### config.mk
export PLATFORM = sky130hd
export DESIGN_NAME = arp_req_flat
export DESIGN_NICKNAME = d
export VERILOG_FILES = /design/src/rtl/arp_req_if.sv /design/src/rtl/arp_req.sv /design/src/flat_wrapper.sv
export SDC_FILE = /design/constraint.sdc
export NUM_CORES = 1
export LEC_CHECK = 0
export ABC_AREA = 1
export BUFFER_PORTS_ARGS = -buffer_cell sky130_fd_sc_hd__clkbuf_2
export CORE_AREA = 10 10 176 178
export DETAILED_ROUTE_END_ITERATION = 12
export DIE_AREA = 0 0 186 188
export SYNTH_ARGS = -nofsm -noshare
export SYNTH_HDL_FRONTEND = slang
export SYNTH_SLANG_ARGS = --single-unit
### constraint.sdc
create_clock -name gmii_tx_clk -period 6.45 [get_ports gmii_tx_clk]
set_clock_uncertainty 0.05 [all_clocks]
set_input_delay 0.3225 -clock gmii_tx_clk [delete_from_list [all_inputs] [get_ports gmii_tx_clk]]
set_output_delay 0.3225 -clock gmii_tx_clk [all_outputs]
set_load 0.02 [all_outputs]
### src/rtl/arp_req_if.sv
// Signal bundle for the ARP request initiator: request control, decoded ARP
// replies from the receiver, the shared TX arbiter handshake and GMII transmit.
interface arp_req_if;
  logic        start;
  logic [31:0] des_ip;
  logic [31:0] board_ip;
  logic [47:0] board_mac;
  logic        arp_valid;
  logic [31:0] dec_ip;
  logic [47:0] dec_mac;
  logic        arp_tx_sel;
  logic        arp_tx_req;
  logic        arp_tx_done;
  logic        gmii_tx_en;
  logic [7:0]  gmii_txd;
  logic        busy;
  logic        resolved;
  logic [47:0] res_mac;
  logic        fail;

  modport master (
    output start, des_ip, board_ip, board_mac, arp_valid, dec_ip, dec_mac, arp_tx_sel,
    input  arp_tx_req, arp_tx_done, gmii_tx_en, gmii_txd, busy, resolved, res_mac, fail
  );

  modport slave (
    input  start, des_ip, board_ip, board_mac, arp_valid, dec_ip, dec_mac, arp_tx_sel,
    output arp_tx_req, arp_tx_done, gmii_tx_en, gmii_txd, busy, resolved, res_mac, fail
  );
endinterface

### src/rtl/arp_req.sv
// ARP request initiator: sends a broadcast ARP request with FCS on GMII,
// waits for the matching reply, retries on timeout and latches the resolved MAC.
module arp_req #(
  parameter int TIMEOUT_CYCLES = 125_000_000,
  parameter int MAX_RETRY      = 3,
  parameter int IFG_CYCLES     = 12
) (
  input  logic     gmii_tx_clk,
  input  logic     rst,
  arp_req_if.slave bus
);
  localparam int FRAME_LEN = 72;
  localparam int TMR_MAX   = (TIMEOUT_CYCLES > IFG_CYCLES) ? TIMEOUT_CYCLES : IFG_CYCLES;
  localparam int TW        = $clog2(TMR_MAX + 1);
  localparam int RW        = (MAX_RETRY < 1) ? 1 : $clog2(MAX_RETRY + 1);
  localparam logic [TW-1:0] TMR_TIMEOUT = TW'(TIMEOUT_CYCLES - 1);
  localparam logic [TW-1:0] TMR_IFG     = TW'(IFG_CYCLES - 1);
  localparam logic [RW-1:0] RETRY_LAST  = RW'(MAX_RETRY);
  // EtherType, HTYPE, PTYPE, HLEN, PLEN, OPER as one big-endian constant
  localparam logic [79:0] ARP_FIXED = 80'h0806_0001_0800_0604_0001;

  typedef enum logic [2:0] {S_IDLE, S_REQ, S_SEND, S_IFG, S_WAIT} state_t;

  state_t        r_state, w_state_next;
  logic [6:0]    r_cnt;
  logic [TW-1:0] r_tmr;
  logic [RW-1:0] r_retry;
  logic [31:0]   r_des_ip;
  logic [31:0]   r_crc;
  logic [47:0]   r_res_mac;
  logic          r_resolved, r_matched, r_done, r_fail, r_tx_en;
  logic [7:0]    r_txd;
  logic [7:0]    w_frame [FRAME_LEN];
  logic [31:0]   w_fcs;
  logic          w_match, w_timeout, w_last;

  function automatic logic [31:0] crc32_byte(input logic [31:0] crc, input logic [7:0] data);
    logic [31:0] c;
    c = crc ^ {24'h0, data};
    for (int k = 0; k < 8; k++)
      c = c[0] ? ((c >> 1) ^ 32'hEDB88320) : (c >> 1);
    return c;
  endfunction

  assign w_fcs = ~r_crc;

  genvar gi;
  generate
    for (gi = 0; gi < FRAME_LEN; gi++) begin : g_frame
      if (gi < 7) begin : g_pre
        assign w_frame[gi] = 8'h55;
      end else if (gi == 7) begin : g_sfd
        assign w_frame[gi] = 8'hD5;
      end else if (gi < 14) begin : g_bcast
        assign w_frame[gi] = 8'hFF;
      end else if (gi < 20) begin : g_src
        assign w_frame[gi] = bus.board_mac[8*(19-gi) +: 8];
      end else if (gi < 30) begin : g_fixed
        assign w_frame[gi] = ARP_FIXED[8*(29-gi) +: 8];
      end else if (gi < 36) begin : g_sha
        assign w_frame[gi] = bus.board_mac[8*(35-gi) +: 8];
      end else if (gi < 40) begin : g_spa
        assign w_frame[gi] = bus.board_ip[8*(39-gi) +: 8];
      end else if (gi < 46) begin : g_tha
        assign w_frame[gi] = 8'h00;
      end else if (gi < 50) begin : g_tpa
        assign w_frame[gi] = r_des_ip[8*(49-gi) +: 8];
      end else if (gi < 68) begin : g_pad
        assign w_frame[gi] = 8'h00;
      end else begin : g_fcs
        assign w_frame[gi] = w_fcs[8*(gi-68) +: 8];
      end
    end
  endgenerate

  assign w_last    = (r_cnt == 7'(FRAME_LEN));
  assign w_timeout = (r_state == S_WAIT) && (r_tmr == TMR_TIMEOUT);
  assign w_match   = bus.arp_valid && (bus.dec_ip == r_des_ip) &&
                     ((r_state == S_SEND) || (r_state == S_IFG) || (r_state == S_WAIT));

  always_ff @(posedge gmii_tx_clk or posedge rst) begin
    if (rst) r_state <= S_IDLE;
    else     r_state <= w_state_next;
  end

  always_comb begin
    w_state_next = r_state;
    case (r_state)
      S_IDLE: if (bus.start) w_state_next = S_REQ;
      S_REQ:  if (bus.arp_tx_sel) w_state_next = S_SEND;
      S_SEND: if (w_last) w_state_next = S_IFG;
      S_IFG: begin
        if (w_match)               w_state_next = S_IDLE;
        else if (r_tmr == TMR_IFG) w_state_next = r_matched ? S_IDLE : S_WAIT;
      end
      S_WAIT: begin
        if (w_match)        w_state_next = S_IDLE;
        else if (w_timeout) w_state_next = (r_retry < RETRY_LAST) ? S_REQ : S_IDLE;
      end
      default: w_state_next = S_IDLE;
    endcase
  end

  always_ff @(posedge gmii_tx_clk or posedge rst) begin
    if (rst) begin
      r_cnt      <= '0;
      r_tmr      <= '0;
      r_retry    <= '0;
      r_des_ip   <= '0;
      r_crc      <= '1;
      r_res_mac  <= '0;
      r_resolved <= 1'b0;
      r_matched  <= 1'b0;
      r_done     <= 1'b0;
      r_fail     <= 1'b0;
      r_tx_en    <= 1'b0;
      r_txd      <= 8'h00;
    end else begin
      r_done <= 1'b0;
      r_fail <= 1'b0;
      case (r_state)
        S_IDLE: if (bus.start) begin
          r_des_ip   <= bus.des_ip;
          r_resolved <= 1'b0;
          r_matched  <= 1'b0;
          r_retry    <= '0;
        end
        S_REQ: if (bus.arp_tx_sel) begin
          r_tx_en <= 1'b1;
          r_txd   <= w_frame[0];
          r_cnt   <= 7'd1;
          r_crc   <= '1;
        end
        S_SEND: begin
          if (w_last) begin
            r_tx_en <= 1'b0;
            r_txd   <= 8'h00;
            r_done  <= 1'b1;
          end else begin
            r_txd <= w_frame[r_cnt];
            r_cnt <= r_cnt + 7'd1;
            // FCS covers destination MAC through pad only
            if (r_cnt >= 7'd8 && r_cnt < 7'd68)
              r_crc <= crc32_byte(r_crc, w_frame[r_cnt]);
          end
        end
        S_WAIT: if (w_timeout && !w_match) begin
          if (r_retry < RETRY_LAST) r_retry <= r_retry + RW'(1);
          else                      r_fail  <= 1'b1;
        end
        default: ;
      endcase

      if (w_match) begin
        r_res_mac  <= bus.dec_mac;
        r_resolved <= 1'b1;
        if (r_state == S_SEND) r_matched <= 1'b1;
      end

      // Shared timer for IFG and reply timeout, restarted on every state change
      if (((r_state == S_IFG) || (r_state == S_WAIT)) && (w_state_next == r_state))
        r_tmr <= r_tmr + TW'(1);
      else
        r_tmr <= '0;
    end
  end

  assign bus.arp_tx_req  = (r_state == S_REQ) || (r_state == S_SEND);
  assign bus.busy        = (r_state != S_IDLE);
  assign bus.arp_tx_done = r_done;
  assign bus.gmii_tx_en  = r_tx_en;
  assign bus.gmii_txd    = r_txd;
  assign bus.resolved    = r_resolved;
  assign bus.res_mac     = r_res_mac;
  assign bus.fail        = r_fail;
endmodule

### src/flat_wrapper.sv
// flat-port wrapper written by rule: the top's interface ports become plain ports
module arp_req_flat 
#(
  parameter int TIMEOUT_CYCLES = 125_000_000,
  parameter int MAX_RETRY      = 3,
  parameter int IFG_CYCLES     = 12
)
  (gmii_tx_clk, rst, bus_start, bus_des_ip, bus_board_ip, bus_board_mac, bus_arp_valid, bus_dec_ip, bus_dec_mac, bus_arp_tx_sel, bus_arp_tx_req, bus_arp_tx_done, bus_gmii_tx_en, bus_gmii_txd, bus_busy, bus_resolved, bus_res_mac, bus_fail);
  arp_req_if bus_i ();
  input  logic gmii_tx_clk;
  input  logic rst;
  input wire logic [$bits(bus_i.start)-1:0] bus_start;
  input wire logic [$bits(bus_i.des_ip)-1:0] bus_des_ip;
  input wire logic [$bits(bus_i.board_ip)-1:0] bus_board_ip;
  input wire logic [$bits(bus_i.board_mac)-1:0] bus_board_mac;
  input wire logic [$bits(bus_i.arp_valid)-1:0] bus_arp_valid;
  input wire logic [$bits(bus_i.dec_ip)-1:0] bus_dec_ip;
  input wire logic [$bits(bus_i.dec_mac)-1:0] bus_dec_mac;
  input wire logic [$bits(bus_i.arp_tx_sel)-1:0] bus_arp_tx_sel;
  output wire logic [$bits(bus_i.arp_tx_req)-1:0] bus_arp_tx_req;
  output wire logic [$bits(bus_i.arp_tx_done)-1:0] bus_arp_tx_done;
  output wire logic [$bits(bus_i.gmii_tx_en)-1:0] bus_gmii_tx_en;
  output wire logic [$bits(bus_i.gmii_txd)-1:0] bus_gmii_txd;
  output wire logic [$bits(bus_i.busy)-1:0] bus_busy;
  output wire logic [$bits(bus_i.resolved)-1:0] bus_resolved;
  output wire logic [$bits(bus_i.res_mac)-1:0] bus_res_mac;
  output wire logic [$bits(bus_i.fail)-1:0] bus_fail;
  assign bus_i.start = bus_start;
  assign bus_i.des_ip = bus_des_ip;
  assign bus_i.board_ip = bus_board_ip;
  assign bus_i.board_mac = bus_board_mac;
  assign bus_i.arp_valid = bus_arp_valid;
  assign bus_i.dec_ip = bus_dec_ip;
  assign bus_i.dec_mac = bus_dec_mac;
  assign bus_i.arp_tx_sel = bus_arp_tx_sel;
  assign bus_arp_tx_req = bus_i.arp_tx_req;
  assign bus_arp_tx_done = bus_i.arp_tx_done;
  assign bus_gmii_tx_en = bus_i.gmii_tx_en;
  assign bus_gmii_txd = bus_i.gmii_txd;
  assign bus_busy = bus_i.busy;
  assign bus_resolved = bus_i.resolved;
  assign bus_res_mac = bus_i.res_mac;
  assign bus_fail = bus_i.fail;
  arp_req #(.TIMEOUT_CYCLES(TIMEOUT_CYCLES), .MAX_RETRY(MAX_RETRY), .IFG_CYCLES(IFG_CYCLES)) u_core (.gmii_tx_clk(gmii_tx_clk), .rst(rst), .bus(bus_i));
endmodule
==> Word-level counts from Yosys, hierarchy flattened <==
Cells that the tools add are included.
{ "word_totals": {"register_bits": 164, "wordCells": 122} }
{ "classes": {"n_addsub": 3, "magnitude_cmp": 4, "eq_ne": 16, "muxes": 51, "n_bitwise": 11, "n_reduce_logical": 24} }
{ "op_table": {"columns": ["op", "n"], "rows": [
  ["$mux 32", 11],
  ["$not 13->14", 8],
  ["$pmux 32 s2", 1],
  ["$bmux 8 s7", 1],
  ["$eq 32x32->1", 1],
  ["$mux 8", 4],
  ["$not 32->32", 1],
  ["$xor 32x8->32", 1],
  ["$add 27x1->27 const B", 1],
  ["$eq 27x27->1 const B", 1],
  ["$eq 27x4->1 const B", 1],
  ["$mux 27", 1],
  ["$mux 3", 8],
  ["$pmux 8 s2", 1],
  ["$mux 1", 15],
  ["$pmux 3 s5", 1],
  ["$mux 7", 2],
  ["$pmux 7 s2", 1],
  ["$ne 2x2->1 const B", 5],
  ["$ge 8x8->1 const B", 1],
  ["$not 7->8", 1],
  ["$reduce_and 4->1", 2],
  ["$reduce_bool 2->1", 4],
  ["$add 7x1->7 const B", 1],
  ["other kinds (20)", 35]
]} }

==> Longest topological paths before layout <==
Gate-level depths: netlist of run 1.
{ "logic_depth": {"ltp_word": 24, "ltp_mapped": 23, "depth_no_buf": 22} }

==> Worst setup path before layout of run 1 <==
Ideal clock, no wire load.
{ "synth_timing": {"kind": "reg2reg", "from": "register u_core.r_cnt[0]", "to": "register u_core.r_crc[26]", "setup_ps": 86, "arrival_time_ps": 2153, "required_ps": 6314, "path_slack_ps": 4161, "stages_incl_launch_ff": 21, "n_path_buf": 2, "cell_sequence": "dfrtp_1 > inv_1 > buf_2 > buf_2 > ha_1 > nand3_1 > nand3_1 > nand2_1 > nand2_1 > nand2_1 > nand3_1 > nand2_1 > nand2_4 > nand2_1 > nand2_2 > nand2_1 > nand2_1 > nor2_1 > nand2_1 > nand3_1 > o21ai_1"} }
{ "synth_between": {"elab_chain_cells": 20} }
{ "synth_lines": {"columns": ["item", "line_no", "source"], "rows": [
  ["from (decl)", "arp_req.sv:25", "logic [6:0] r_cnt;"],
  ["from (signal assigned)", "arp_req.sv:141", "r_cnt <= r_cnt + 7'd1;"],
  ["$not 7->8 (implied by the code)", "arp_req.sv:144", "r_crc <= crc32_byte(r_crc, w_frame[r_cnt]);"],
  ["$bmux 8 s7", "arp_req.sv:144", null],
  ["$mux 8 (implied by the code) (2 in a row)", "arp_req.sv:144", null],
  ["$xor 32x8->32", "arp_req.sv:39", "c = crc ^ {24'h0, data};"],
  ["$mux 32 (3 in a row)", "arp_req.sv:41", "c = c[0] ? ((c >> 1) ^ 32'hEDB88320) : (c >> 1);"],
  ["$not 13->14 (no source line)", null, null],
  ["$mux 32", "arp_req.sv:41", null],
  ["$not 13->14 (no source line)", null, null],
  ["$mux 32 (2 in a row)", "arp_req.sv:41", null],
  ["$not 13->14 (no source line)", null, null],
  ["$mux 32", "arp_req.sv:41", null],
  ["$not 13->14 (no source line)", null, null],
  ["$mux 32", "arp_req.sv:41", null],
  ["$mux 32", "arp_req.sv:143", "if (r_cnt >= 7'd8 && r_cnt < 7'd68)"],
  ["$mux 32", "arp_req.sv:135", "if (w_last) begin"],
  ["$pmux 32 s2", "arp_req.sv:121", "case (r_state)"],
  ["to (signal assigned)", "arp_req.sv:144", null],
  ["to (decl)", "arp_req.sv:29", "logic [31:0] r_crc;"]
]} }
Parallel ways exist; a longest one is shown, timed or not. The select of a mux whose other input is x is not followed.
A chain may end at the register's enable or synchronous reset.

==> Final worst setup path of run 1 <==
Same ends and word-level chain as after synthesis.

==> results of run 1 <==
worst max-delay path, stage by stage (launching register included):
cell and delay (ns):
sky130_fd_sc_hd__dfrtp_2 0.78, sky130_fd_sc_hd__buf_4 0.44, sky130_fd_sc_hd__nand2_4 0.11, sky130_fd_sc_hd__inv_2 0.26
sky130_fd_sc_hd__nand2_1 0.12, sky130_fd_sc_hd__nand3_1 0.13, sky130_fd_sc_hd__nand2_1 0.06, sky130_fd_sc_hd__nand2_1 0.09
sky130_fd_sc_hd__nand2_1 0.05, sky130_fd_sc_hd__nand2_1 0.05, sky130_fd_sc_hd__nand2_1 0.06, sky130_fd_sc_hd__nand2_1 0.15
sky130_fd_sc_hd__nand2_1 0.07, sky130_fd_sc_hd__nand2_1 0.13, sky130_fd_sc_hd__inv_1 0.09, sky130_fd_sc_hd__nand2_1 0.07
sky130_fd_sc_hd__nand2_1 0.15, sky130_fd_sc_hd__nand2_1 0.10, sky130_fd_sc_hd__nand2_1 0.08, sky130_fd_sc_hd__nor2_1 0.22
sky130_fd_sc_hd__nand2_1 0.09, sky130_fd_sc_hd__nand3_1 0.10, sky130_fd_sc_hd__o21ai_1 0.07
kinds of logic after synthesis:
logic type,count (synthesis),synth area share
AND/OR/NAND/NOR,916,0.366
buffers and inverters,234,0.0886
flip-flops,164,0.394
AO/OA/AOI/OAI,146,0.0775
XOR/XNOR,55,0.0493
multiplexers,15,0.0160
adder cells (fa/ha/maj),7,0.00833
synth_stat cells (all sizes together) (9+ instances only):
cell type and number:
a21oi 49, buf 25, clkbuf 21, dfrtp 132, dfstp 32, inv 186
mux2 14, nand2 450, nand3 108, nand4 27, nor2 280, nor3 24
nor4 9, o21ai 53, o22ai 25, or2 11, xnor2 11, xor2 43
stage by stage:
step / utilization / instances
final: 0.461 / 2134
after global routing: 0.461 / 2134
after CTS: 0.461 / 2134
after detailed placement: 0.440 / 2104
after global placement: 0.440 / 2104
after floorplan: - / 1537
state kept, by name (all words and copies together) (netlist names):
signal and flops:
u_core.bus.gmii_txd 8, u_core.r_crc 32, u_core.r_state 3, u_core.bus.gmii_tx_en 1, u_core.r_retry 2, u_core.r_matched 1
u_core.bus.res_mac 48, u_core.bus.fail 1, u_core.bus.resolved 1, u_core.r_tmr 27, u_core.bus.arp_tx_done 1, u_core.r_cnt 7
u_core.r_des_ip 32
layout by cell type (no fill, tap or decap), types with 14 or more instances in the layout:
| cell | instances |
|---|---|
| sky130_fd_sc_hd__nand2_1 | 433 |
| sky130_fd_sc_hd__nor2_1 | 277 |
| sky130_fd_sc_hd__clkbuf_2 | 258 |
| sky130_fd_sc_hd__inv_1 | 180 |
| sky130_fd_sc_hd__dfrtp_1 | 131 |
| sky130_fd_sc_hd__nand3_1 | 107 |
| sky130_fd_sc_hd__o21ai_0 | 48 |
| sky130_fd_sc_hd__a21oi_1 | 47 |
| sky130_fd_sc_hd__xor2_1 | 42 |
| sky130_fd_sc_hd__dfstp_2 | 32 |
| sky130_fd_sc_hd__nand4_1 | 27 |
| sky130_fd_sc_hd__o22ai_1 | 25 |
| sky130_fd_sc_hd__nor3_1 | 22 |
| sky130_fd_sc_hd__clkbuf_16 | 17 |
| sky130_fd_sc_hd__mux2_2 | 14 |
layer usage:
metal | GRT usage | vias up | part of all wire
met2 | 0.333 | 449 | 0.45
met4 | 0.0617 | 0 | 0.022
li1 | - | 5324 | -
met3 | 0.0476 | 52 | 0.090
met1 | 0.277 | 4981 | 0.44
met5 | 0 | - | 0
layout make-up:
class | instances | area, sq um | area share
inverter | 188 | 711 | 0.0562
tap | 346 | 433 | 0.0342
sequential | 164 | 4150 | 0.328
clock inverter | 12 | 120 | 0.00949
multi-input combinational | 1139 | 5450 | 0.430
clock buffer | 18 | 439 | 0.0347
timing repair buffer | 267 | 1360 | 0.107
worst paths after layout:
kind	startpoint	end	slack, ns	cells past startpoint
worst max-delay path	u_core.r_cnt[0]	u_core.r_crc[26]	2.83	22
worst max register to register	u_core.r_cnt[0]	u_core.r_crc[26]	2.83	22
max in group asynchronous	rst	u_core.r_cnt[0]	4.81	3
worst min-delay path	rst	u_core.bus.res_mac[10]	0.04	2
worst min register to register	u_core.r_tmr[0]	u_core.r_tmr[0]	0.41	1
min in group gmii_tx_clk	bus_dec_mac[15]	u_core.bus.res_mac[15]	0.05	3
power groups by stage:
stage               clock (mW)  sequential, mW  combinational, mW
finish                    1.01            1.52               2.79
global route              1.07            1.54               3.14
CTS                       1.03            1.51               2.76
detailed placement           0            1.53               2.75
global placement             0            1.53               2.75
floorplan                    0            1.43               2.05
==> flow_summary.rst, run 1 <==
.. list-table::
   :header-rows: 1

   * - Metric
     - Value
   * - Run status
     - completed
   * - Synthesized area
     - 10500 sq um
   * - Combinational group share of total power
     - 0.525
   * - Count of cell types in the netlist
     - 48
   * - Fillers
     - 2948
   * - Number of primary I/O pins
     - 259
   * - Placement-stage cell area
     - 12100 sq um
   * - CTS Sinks
     - 164
   * - Fraction of final layout cells with drive strength greater than 1
     - 0.217
   * - Kind of launch point of the worst setup path
     - flip-flop
   * - Max Root-Sink Buffers
     - 2
   * - Clock-pin transition on the worst setup and hold timing paths
     - 0.07 ns
   * - Quantity of gates resized following cts
     - 0
   * - Internal Dissipation
     - 2.72 mW
   * - Maximum level of the CTS H-tree
     - 4
   * - Worst Path Arrival
     - 3.91 ns
   * - Final number of hold-violating endpoints
     - 0
   * - Wire length of the first global-routing pass
     - 58600 microns
   * - Total Wirelength
     - 36900 microns
   * - Most area-consuming cells after synthesis
     - sky130_fd_sc_hd__dfrtp_1 31%, sky130_fd_sc_hd__nand2_1 16%, sky130_fd_sc_hd__nor2_1 9.9%, sky130_fd_sc_hd__dfstp_2 8.0%, sky130_fd_sc_hd__inv_1 6.5%
   * - Post-route setup slack
     - 2.83 ns
   * - Gr usage total
     - 0.210
   * - Fin Hold WS
     - 0.0373 ns
   * - Global placement routability congestion
     - 0.969
   * - Seq cells post-synth
     - 164
   * - Number of vias per cell after detailed routing
     - 5.06
   * - Vias
     - 10800
   * - Number of buffers inserted to repair setup after CTS
     - 0
   * - YS warnings
     - 0
   * - Hold/Removal Path Class
     - input port to async pin
   * - Site row count
     - 61
   * - Pwr Total
     - 5.31 mW
   * - Vias in the first global route
     - 10900
   * - Routed Antenna Nets
     - 0
   * - GRT Residual Overflow
     - 0
   * - Max Clk Rate
     - 277 MHz
   * - Sequential fraction of the synthesis area
     - 0.394
   * - Maximum VDD drop
     - 0.157 mV
   * - Syn_area_per_cell
     - 6.84 sq um
   * - Critical path class
     - flip-flop to flip-flop
   * - Router iterations before antenna repair
     - 5
   * - Die Span Y
     - 188 microns
   * - Number of remaining DRC errors
     - 0
   * - Unrepaired setup endpoints after global routing
     - false
   * - Standby leakage power
     - 6.97 nW
   * - Detailed placer's ending HPWL
     - 28600 microns
   * - Count of flip-flops with a built-in enable after synthesis
     - 0
   * - Synth async-reset ratio
     - 1.00
   * - Detailed-route wire length per cell
     - 17.3 microns
   * - Yosys top cell area share
     - 0.314
   * - Number of buffers inserted by port buffering
     - 258
   * - Final count of pins violating max slew
     - 0
   * - Prevailing post-synth register cell
     - sky130_fd_sc_hd__dfrtp_1
   * - Buffer type at the clock tree root
     - sky130_fd_sc_hd__clkbuf_16
   * - Number of antenna violations at the first check in global routing
     - 0
   * - Worst setup EP type
     - flip-flop
   * - Final worst-path cycle share
     - 0.561
   * - Pin slew with the least headroom to its limit
     - 1.03 ns
   * - Final-stage net count
     - 1981
   * - Worst setup timing slack at the placement stage
     - 2.87 ns
   * - Pwr per Cell Area
     - 420 nW/um^2
   * - Number of clock buffers inserted by TritonCTS
     - 17
   * - Time the final worst path needs with I/O delays and setup
     - 3.62 ns
   * - Critical path data required time
     - 6.75 ns
   * - Switching part of the total
     - 0.488
   * - Starting DRC count in detailed routing
     - 811
   * - Clock network fraction of design power
     - 0.189
   * - Post-Synthesis Cells
     - 1537
   * - Switching component of the power
     - 2.59 mW
   * - Starting density of the core
     - 0.382
   * - Syn Nets
     - 1741
   * - Count of antenna diodes in the layout
     - 0
   * - Source-to-sink clock delay at the later pin of the worst-skew pair
     - 0.43 ns
   * - Area added between synthesis and finish
     - 20.4%
   * - # setup viols final
     - 0
   * - Quantity of hold-fixing buffers added after cts
     - 0
   * - Reg power frac
     - 0.285
   * - CTS tree
     - built
   * - Maximum Capacitance Violations
     - 0
   * - Maximum number of pins on one net before global-route repair
     - 98
   * - Maximum net fanout on the critical path
     - 39
   * - Placeable core region
     - 27500 sq um
   * - Setup TNS Final
     - 0 ns
   * - Die W
     - 186 microns
   * - Total die area
     - 35000 sq um
   * - Finished Cell Area
     - 12700 sq um
   * - Relative slew slack
     - 0.309
   * - Library cell with the largest summed area after synthesis
     - sky130_fd_sc_hd__dfrtp_1
Power figures use the tool's default switching activity.
==> run 2: changes to the inputs <==
Clock period 6.45 ns to 3.2 ns, I/O delays scaled along.
==> run 2 against run 1 <==
Compared with the run above:
- critical path depth down 3
- total power grew 110%
- utilization increased by 4.2 points
- largest power group unchanged
- first-iteration DRC count is 6.0% higher
- worst setup slack worse by 2.5 ns
- sequential cell count unchanged
- wire length up 4.6%
- maximum frequency grew 24%
- register-to-register slack worse by 2.5 ns
- hold slack worse by 0.020 ns
- global-route usage increased by 0.76 points
- clock power up 100%
- largest cell class unchanged
==> flow_summary.rst, run 2 (synthesis results as in run 1) <==
.. list-table::
   :header-rows: 1

   * - Metric
     - Value
   * - Run status
     - completed (unchanged)
   * - Finished Cell Area
     - 13800 sq um (was 12700 sq um)
   * - Maximum number of pins on one net before global-route repair
     - 86 (was 98)
   * - Pwr Total
     - 11.2 mW (was 5.31 mW)
   * - Reg-to-Reg Start
     - u_core.r_cnt[1] (was u_core.r_cnt[0])
   * - Placement-stage cell area
     - 12300 sq um (was 12100 sq um)
   * - Source-to-sink clock delay at the later pin of the worst-skew pair
     - 0.43 ns (about the same)
   * - Number of buffers inserted by port buffering
     - 258 (unchanged)
   * - Combinational group share of total power
     - 0.550 (was 0.525)
   * - Maximum level of the CTS H-tree
     - 4 (unchanged)
   * - Final count of pins violating max slew
     - 0 (unchanged)
   * - Starting density of the core
     - 0.382 (unchanged)
   * - Max Clk Rate
     - 343 MHz (was 277 MHz)
   * - Clock network fraction of design power
     - 0.183 (was 0.189)
   * - Buffer type at the clock tree root
     - sky130_fd_sc_hd__clkbuf_16 (unchanged)
   * - Commonest cells after routing, fill and taps aside
     - 431 x sky130_fd_sc_hd__nand2_1, 277 x sky130_fd_sc_hd__nor2_1, 258 x sky130_fd_sc_hd__clkbuf_2, 180 x sky130_fd_sc_hd__inv_1, 129 x sky130_fd_sc_hd__dfrtp_1 (was 433 x sky130_fd_sc_hd__nand2_1, 277 x sky130_fd_sc_hd__nor2_1, 258 x sky130_fd_sc_hd__clkbuf_2, 180 x sky130_fd_sc_hd__inv_1, 131 x sky130_fd_sc_hd__dfrtp_1)
   * - Router iterations before antenna repair
     - 5 (unchanged)
   * - Total die area
     - 35000 sq um (unchanged)
   * - Area added between synthesis and finish
     - 31.3% (was 20.4%)
   * - Vias in the first global route
     - 11400 (was 10900)
   * - Fillers
     - 2775 (was 2948)
   * - Total Wirelength
     - 38600 microns (was 36900 microns)
   * - Number of vias per cell after detailed routing
     - 5.01 (was 5.06)
   * - Critical path class
     - flip-flop to flip-flop (unchanged)
   * - Maximum net fanout on the critical path
     - 10 (was 39)
   * - Number of clock buffers inserted by TritonCTS
     - 17 (unchanged)
   * - Largest register FFs
     - 48 (unchanged)
   * - # setup viols final
     - 0 (unchanged)
   * - Critical path data required time
     - 3.51 ns (was 6.75 ns)
   * - Switching part of the total
     - 0.482 (was 0.488)
   * - Pwr per Cell Area
     - 809 nW/um^2 (was 420 nW/um^2)
   * - Final-stage net count
     - 2093 (was 1981)
   * - Number of primary I/O pins
     - 259 (unchanged)
   * - Worst Path Arrival
     - 3.22 ns (was 3.91 ns)
   * - Final number of hold-violating endpoints
     - 0 (unchanged)
   * - Number of antenna violations at the first check in global routing
     - 0 (unchanged)
   * - Most frequent standard cell in the layout excluding fill and tap cells
     - sky130_fd_sc_hd__nand2_1 (unchanged)
   * - Fin Hold WS
     - 0.0177 ns (was 0.0373 ns)
   * - Detailed placer's ending HPWL
     - 29200 microns (was 28600 microns)
   * - Hold Path Origin
     - bus_des_ip[7]
   * - Kind of launch point of the worst setup path
     - flip-flop (unchanged)
   * - Count of antenna diodes in the layout
     - 0 (unchanged)
   * - Hold/Removal Path Class
     - input port to flip-flop (was input port to async pin)
   * - Global placement routability congestion
     - 0.964 (was 0.969)
   * - Max Root-Sink Buffers
     - 2 (unchanged)
   * - Time the final worst path needs with I/O delays and setup
     - 2.91 ns (was 3.62 ns)
   * - Internal Dissipation
     - 5.78 mW (was 2.72 mW)
   * - Starting DRC count in detailed routing
     - 860 (was 811)
   * - Routed Antenna Nets
     - 0 (unchanged)
   * - Standby leakage power
     - 7.48 nW (was 6.97 nW)
   * - Switching component of the power
     - 5.38 mW (was 2.59 mW)
   * - Fraction of final layout cells with drive strength greater than 1
     - 0.224 (was 0.217)
   * - Reg power frac
     - 0.267 (was 0.285)
   * - Vias
     - 11300 (was 10800)
   * - Gr usage total
     - 0.217 (was 0.210)
   * - Clock-pin transition on the worst setup and hold timing paths
     - 0.07 ns (about the same)
   * - Final worst-path cycle share
     - 0.911 (was 0.561)
   * - Number of remaining DRC errors
     - 0 (unchanged)
   * - CTS tree
     - built (unchanged)
   * - Detailed-route wire length per cell
     - 17.2 microns (was 17.3 microns)
   * - Critical path launch point
     - u_core.r_cnt[1] (was u_core.r_cnt[0])
   * - Post-layout util
     - 0.502 (was 0.461)
   * - Placeable core region
     - 27500 sq um (unchanged)
   * - GRT Residual Overflow
     - 0 (unchanged)
   * - CTS Sinks
     - 164 (unchanged)
   * - Maximum Capacitance Violations
     - 0 (unchanged)
   * - Wire length of the first global-routing pass
     - 61100 microns (was 58600 microns)
   * - Worst setup EP type
     - flip-flop (unchanged)
   * - Die W
     - 186 microns (unchanged)
   * - Worst setup timing slack at the placement stage
     - 0.171 ns (was 2.87 ns)
   * - Post-route setup slack
     - 0.286 ns (was 2.83 ns)
   * - Site row count
     - 61 (unchanged)
   * - Die Span Y
     - 188 microns (unchanged)
   * - Pin slew with the least headroom to its limit
     - 0.885 ns (was 1.03 ns)
   * - Maximum VDD drop
     - 0.420 mV (was 0.157 mV)
   * - Relative slew slack
     - 0.408 (was 0.309)
## run 2: worst paths after layout
kind / end / slack, ns / depth (start not counted)
setup / recovery: u_core.r_crc[5] / 0.29 / 19
hold / removal: u_core.r_des_ip[7] / 0.02 / 3
setup reg to reg: u_core.r_crc[5] / 0.29 / 19
hold reg to reg: u_core.r_tmr[0] / 0.41 / 1
max in group asynchronous: u_core.r_cnt[4] / 2.09 / 4
min in group asynchronous: u_core.bus.gmii_txd[7] / 0.22 / 3
## run 2: cell type report
cell class	instances	area, sq um	share of cell area
Clock buffer	17	425	0.0308
Timing Repair Buffer	379	2460	0.179
Inverter	188	709	0.0514
Sequential cell	164	4150	0.301
Multi-Input combinational cell	1139	5460	0.396
Tap cell	346	433	0.0314
Clock inverter	15	160	0.0116
## run 2: critical path: stages, from the launching register on
cell and delay [ns]:
sky130_fd_sc_hd__dfrtp_1 0.42, sky130_fd_sc_hd__inv_2 0.17, sky130_fd_sc_hd__buf_4 0.23, sky130_fd_sc_hd__nand3_1 0.18, sky130_fd_sc_hd__inv_2 0.15, sky130_fd_sc_hd__nand2_1 0.07
sky130_fd_sc_hd__o21ai_1 0.14, sky130_fd_sc_hd__inv_1 0.06, sky130_fd_sc_hd__nand2_1 0.06, sky130_fd_sc_hd__nand2_1 0.09, sky130_fd_sc_hd__nand3_1 0.17, sky130_fd_sc_hd__nand2_1 0.13
sky130_fd_sc_hd__nand2_4 0.15, sky130_fd_sc_hd__nand2_1 0.08, sky130_fd_sc_hd__nand2_2 0.20, sky130_fd_sc_hd__nand2_1 0.13, sky130_fd_sc_hd__inv_1 0.15, sky130_fd_sc_hd__nand2_1 0.07
sky130_fd_sc_hd__nand3_1 0.09, sky130_fd_sc_hd__nand2_1 0.05
## run 2: timing repair
action                     in CTS  in global routing
setup endpoints to repair       0                 13
gates resized for setup         0                  5
hold buffers                   80                  0
hold endpoints to repair      135                  0
setup buffers                   0                 10
## run 2: through the flow
| step | instances | TNS [ns] |
|---|---|---|
| after floorplan | 1537 | 0 |
| after global placement | 2126 | 0 |
| after detailed placement | 2126 | 0 |
| after CTS | 2238 | 0 |
| after global routing | 2248 | -0.00680 |
| final | 2248 | 0 |
## run 2: metal layers
| layer | vias to the layer above | GRT usage | routed length, microns |
|---|---|---|---|
| li1 | 5548 | - | - |
| met1 | 5237 | 0.286 | 17200 |
| met2 | 442 | 0.352 | 17700 |
| met3 | 44 | 0.0460 | 3020 |
| met4 | 0 | 0.0568 | 652 |
| met5 | - | 0 | 0 |
## run 2: power by group through the flow
stage,Combinational (mW),Clock (mW),Sequential [mW]
final,6.14,2.04,2.98
after global routing,6.87,2.19,3.03
after CTS,5.97,2.09,2.97
after detailed placement,5.87,0,3.01
after global placement,5.85,0,3.01
after floorplan,4.13,0,2.89
==> run 3: changes to the inputs <==
Settings changed: MAX_ROUTING_LAYER set to met4, REMOVE_ABC_BUFFERS set to 1.
==> run 3 against run 2 <==
Compared with the run above:
- largest cell class unchanged
- sequential power is essentially flat
- sequential cell count is the same
- via count shrank 1.4%
- non-clock buffer count shrank 11
- hold slack gained 0.039 ns
- clock power grew 12%
==> flow_summary.rst, run 3 (synthesis results as in run 1) <==
.. list-table::
   :header-rows: 1

   * - Metric
     - Value
   * - Run status
     - completed (unchanged)
   * - Relative slew slack
     - 0.354 (was 0.408)
   * - Internal reg-to-reg setup slack
     - 0.33 ns (was 0.29 ns)
   * - Vias
     - 11100 (was 11300)
   * - Critical path launch point
     - u_core.r_cnt[0] (was u_core.r_cnt[1])
   * - Fraction of final layout cells with drive strength greater than 1
     - 0.217 (was 0.224)
   * - Site row count
     - 61 (unchanged)
   * - Post-layout util
     - 0.501 (was 0.502)
   * - Total die area
     - 35000 sq um (unchanged)
   * - Pwr Total
     - 11.3 mW (was 11.2 mW)
   * - Worst hold stages
     - 3 (unchanged)
   * - Reg-to-Reg Start
     - u_core.r_cnt[0] (was u_core.r_cnt[1])
   * - Vias in the first global route
     - 11300 (was 11400)
   * - Hold/Removal Path Class
     - input port to flip-flop (unchanged)
   * - Max Clk Rate
     - 349 MHz (was 343 MHz)
   * - Number of clock buffers inserted by TritonCTS
     - 17 (unchanged)
   * - Worst setup EP type
     - flip-flop (unchanged)
   * - CTS tree
     - built (unchanged)
   * - Unrepaired setup endpoints after global routing
     - false
   * - Final-stage net count
     - 2082 (was 2093)
   * - Starting DRC count in detailed routing
     - 784 (was 860)
   * - Most frequent standard cell in the layout excluding fill and tap cells
     - sky130_fd_sc_hd__nand2_1 (unchanged)
   * - Number of primary I/O pins
     - 259 (unchanged)
   * - Number of antenna violations at the first check in global routing
     - 0 (unchanged)
   * - Maximum VDD drop
     - 0.473 mV (was 0.420 mV)
   * - Source-to-sink clock delay at the later pin of the worst-skew pair
     - 0.44 ns (was 0.43 ns)
   * - Final count of pins violating max slew
     - 0 (unchanged)
   * - Gr usage total
     - 0.223 (was 0.217)
   * - Maximum level of the CTS H-tree
     - 4 (unchanged)
   * - Kind of launch point of the worst setup path
     - flip-flop (unchanged)
   * - Max Root-Sink Buffers
     - 2 (unchanged)
   * - Standby leakage power
     - 7.45 nW (was 7.48 nW)
   * - Critical path data required time
     - 3.50 ns (was 3.51 ns)
   * - Time the final worst path needs with I/O delays and setup
     - 2.87 ns (was 2.91 ns)
   * - Buffer type at the clock tree root
     - sky130_fd_sc_hd__clkbuf_16 (unchanged)
   * - Worst Path Arrival
     - 3.17 ns (was 3.22 ns)
   * - Placeable core region
     - 27500 sq um (unchanged)
   * - Pwr per Cell Area
     - 819 nW/um^2 (was 809 nW/um^2)
   * - Hold Path Origin
     - bus_arp_tx_sel (was bus_des_ip[7])
   * - Met1 track utilization from global routing
     - 0.290 (was 0.286)
   * - GRT busiest layer
     - met2 (unchanged)
   * - Total Wirelength
     - 37900 microns (was 38600 microns)
   * - Endpoint of the most critical register-to-register path
     - u_core.r_crc[26] (was u_core.r_crc[5])
   * - Detailed placer's ending HPWL
     - 29000 microns (was 29200 microns)
   * - Fin Hold WS
     - 0.0572 ns (was 0.0177 ns)
   * - Routed Antenna Nets
     - 0 (unchanged)
   * - Clock-pin transition on the worst setup and hold timing paths
     - 0.07 ns (about the same)
   * - Commonest cells after routing, fill and taps aside
     - 433 x sky130_fd_sc_hd__nand2_1, 277 x sky130_fd_sc_hd__nor2_1, 258 x sky130_fd_sc_hd__clkbuf_2, 180 x sky130_fd_sc_hd__inv_1, 130 x sky130_fd_sc_hd__dfrtp_1 (was 431 x sky130_fd_sc_hd__nand2_1, 277 x sky130_fd_sc_hd__nor2_1, 258 x sky130_fd_sc_hd__clkbuf_2, 180 x sky130_fd_sc_hd__inv_1, 129 x sky130_fd_sc_hd__dfrtp_1)
   * - Starting density of the core
     - 0.382 (unchanged)
   * - Count of antenna diodes in the layout
     - 0 (unchanged)
   * - Final number of hold-violating endpoints
     - 0 (unchanged)
   * - Placement-stage cell area
     - 12200 sq um (was 12300 sq um)
   * - Setup TNS Final
     - 0 ns (unchanged)
   * - Critical path class
     - flip-flop to flip-flop (unchanged)
   * - # setup viols final
     - 0 (unchanged)
   * - Die Span Y
     - 188 microns (unchanged)
   * - Met2 track utilization from global routing
     - 0.348 (was 0.352)
   * - Finished Cell Area
     - 13800 sq um (about the same)
   * - GRT Residual Overflow
     - 0 (unchanged)
   * - Wire length of the first global-routing pass
     - 60700 microns (was 61100 microns)
   * - Pin slew with the least headroom to its limit
     - 0.968 ns (was 0.885 ns)
   * - Maximum number of pins on one net before global-route repair
     - 100 (was 86)
   * - Number of vias per cell after detailed routing
     - 4.97 (was 5.01)
   * - Number of buffers inserted by port buffering
     - 258 (unchanged)
   * - Maximum Capacitance Violations
     - 0 (unchanged)
   * - Area added between synthesis and finish
     - 30.9% (was 31.3%)
   * - Logic depth of the worst register-to-register path
     - 21 (was 19)
   * - Capturing instance or port of the critical path
     - u_core.r_crc[26] (was u_core.r_crc[5])
   * - Number of remaining DRC errors
     - 0 (unchanged)
   * - Global placement routability congestion
     - 0.983 (was 0.964)
   * - Largest register FFs
     - 48 (unchanged)
   * - CTS Sinks
     - 164 (unchanged)
   * - Maximum net fanout on the critical path
     - 29 (was 10)
   * - Router iterations before antenna repair
     - 5 (unchanged)
   * - Met3 global-route usage
     - 0.0439 (was 0.0460)
   * - Detailed-route wire length per cell
     - 16.9 microns (was 17.2 microns)
   * - Final worst-path cycle share
     - 0.896 (was 0.911)
   * - Die W
     - 186 microns (unchanged)
## run 3: repair_timing
item | 4_1_cts | 5_1_grt
hold buffers | 81 | 0
resized for setup | 0 | 5
hold endpoints to repair | 160 | 0
setup endpoints to repair | 0 | 6
setup buffers | 0 | 6
## run 3: per-stage QoR
| step | setup slack [ns] | cells |
|---|---|---|
| CTS | 0.259 | 2229 |
| detailed placement | 0.260 | 2118 |
| floorplan | -1.56 | 1491 |
| global route | 0.0504 | 2235 |
| finish | 0.333 | 2235 |
| global placement | 0.284 | 2118 |
## run 3: cell type report
| cell class | instances | area [sq um] |
|---|---|---|
| timing repair buffer | 368 | 2360 |
| fill | 2796 | 13700 |
| inverter | 188 | 717 |
| clock buffer | 18 | 439 |
| sequential | 164 | 4150 |
| multi-input combinational | 1139 | 5460 |
| clock inverter | 12 | 205 |
| tap | 346 | 433 |
## run 3: worst min path at each step
stage	end	slack, ns
floorplan	u_core.bus.res_mac[0]	0.24
global placement	u_core.bus.res_mac[7]	0.33
detailed placement	u_core.bus.res_mac[11]	0.33
CTS	u_core.r_state[0]	0.03
global route	u_core.r_state[0]	0.05
finish	u_core.bus.gmii_tx_en	0.06
## run 3: power breakdown
part | switching, mW | internal, mW | leakage, nW
Clock | 0.886 | 1.40 | 0.308
Sequential | 0.407 | 2.58 | 2.05
Combinational | 3.94 | 2.04 | 5.09
Total | 5.23 | 6.03 | 7.45
## run 3: worst max-delay path: stages, from the launching register on
cell and delay (ns):
sky130_fd_sc_hd__dfrtp_2 0.50, sky130_fd_sc_hd__inv_1 0.15, sky130_fd_sc_hd__buf_12 0.19, sky130_fd_sc_hd__nand2_1 0.07, sky130_fd_sc_hd__nand3_1 0.07, sky130_fd_sc_hd__nand2_1 0.07
sky130_fd_sc_hd__nand2_1 0.12, sky130_fd_sc_hd__nand3_1 0.10, sky130_fd_sc_hd__nand2_1 0.09, sky130_fd_sc_hd__nand2_1 0.06, sky130_fd_sc_hd__nand2_1 0.11, sky130_fd_sc_hd__nand2_1 0.11
sky130_fd_sc_hd__nand2_1 0.10, sky130_fd_sc_hd__nand2_2 0.12, sky130_fd_sc_hd__nand2_1 0.11, sky130_fd_sc_hd__nand2_1 0.17, sky130_fd_sc_hd__nand2_1 0.11, sky130_fd_sc_hd__nand2_1 0.07
sky130_fd_sc_hd__nor2_1 0.18, sky130_fd_sc_hd__nand2_1 0.08, sky130_fd_sc_hd__nand3_1 0.07, sky130_fd_sc_hd__o21ai_1 0.06
## run 3: metal layers
metal | vias to the layer above | share of wire
met3 | 33 | 0.076
met4 | 0 | 0.015
met2 | 414 | 0.46
met5 | - | 0
met1 | 5146 | 0.45
li1 | 5519 | -
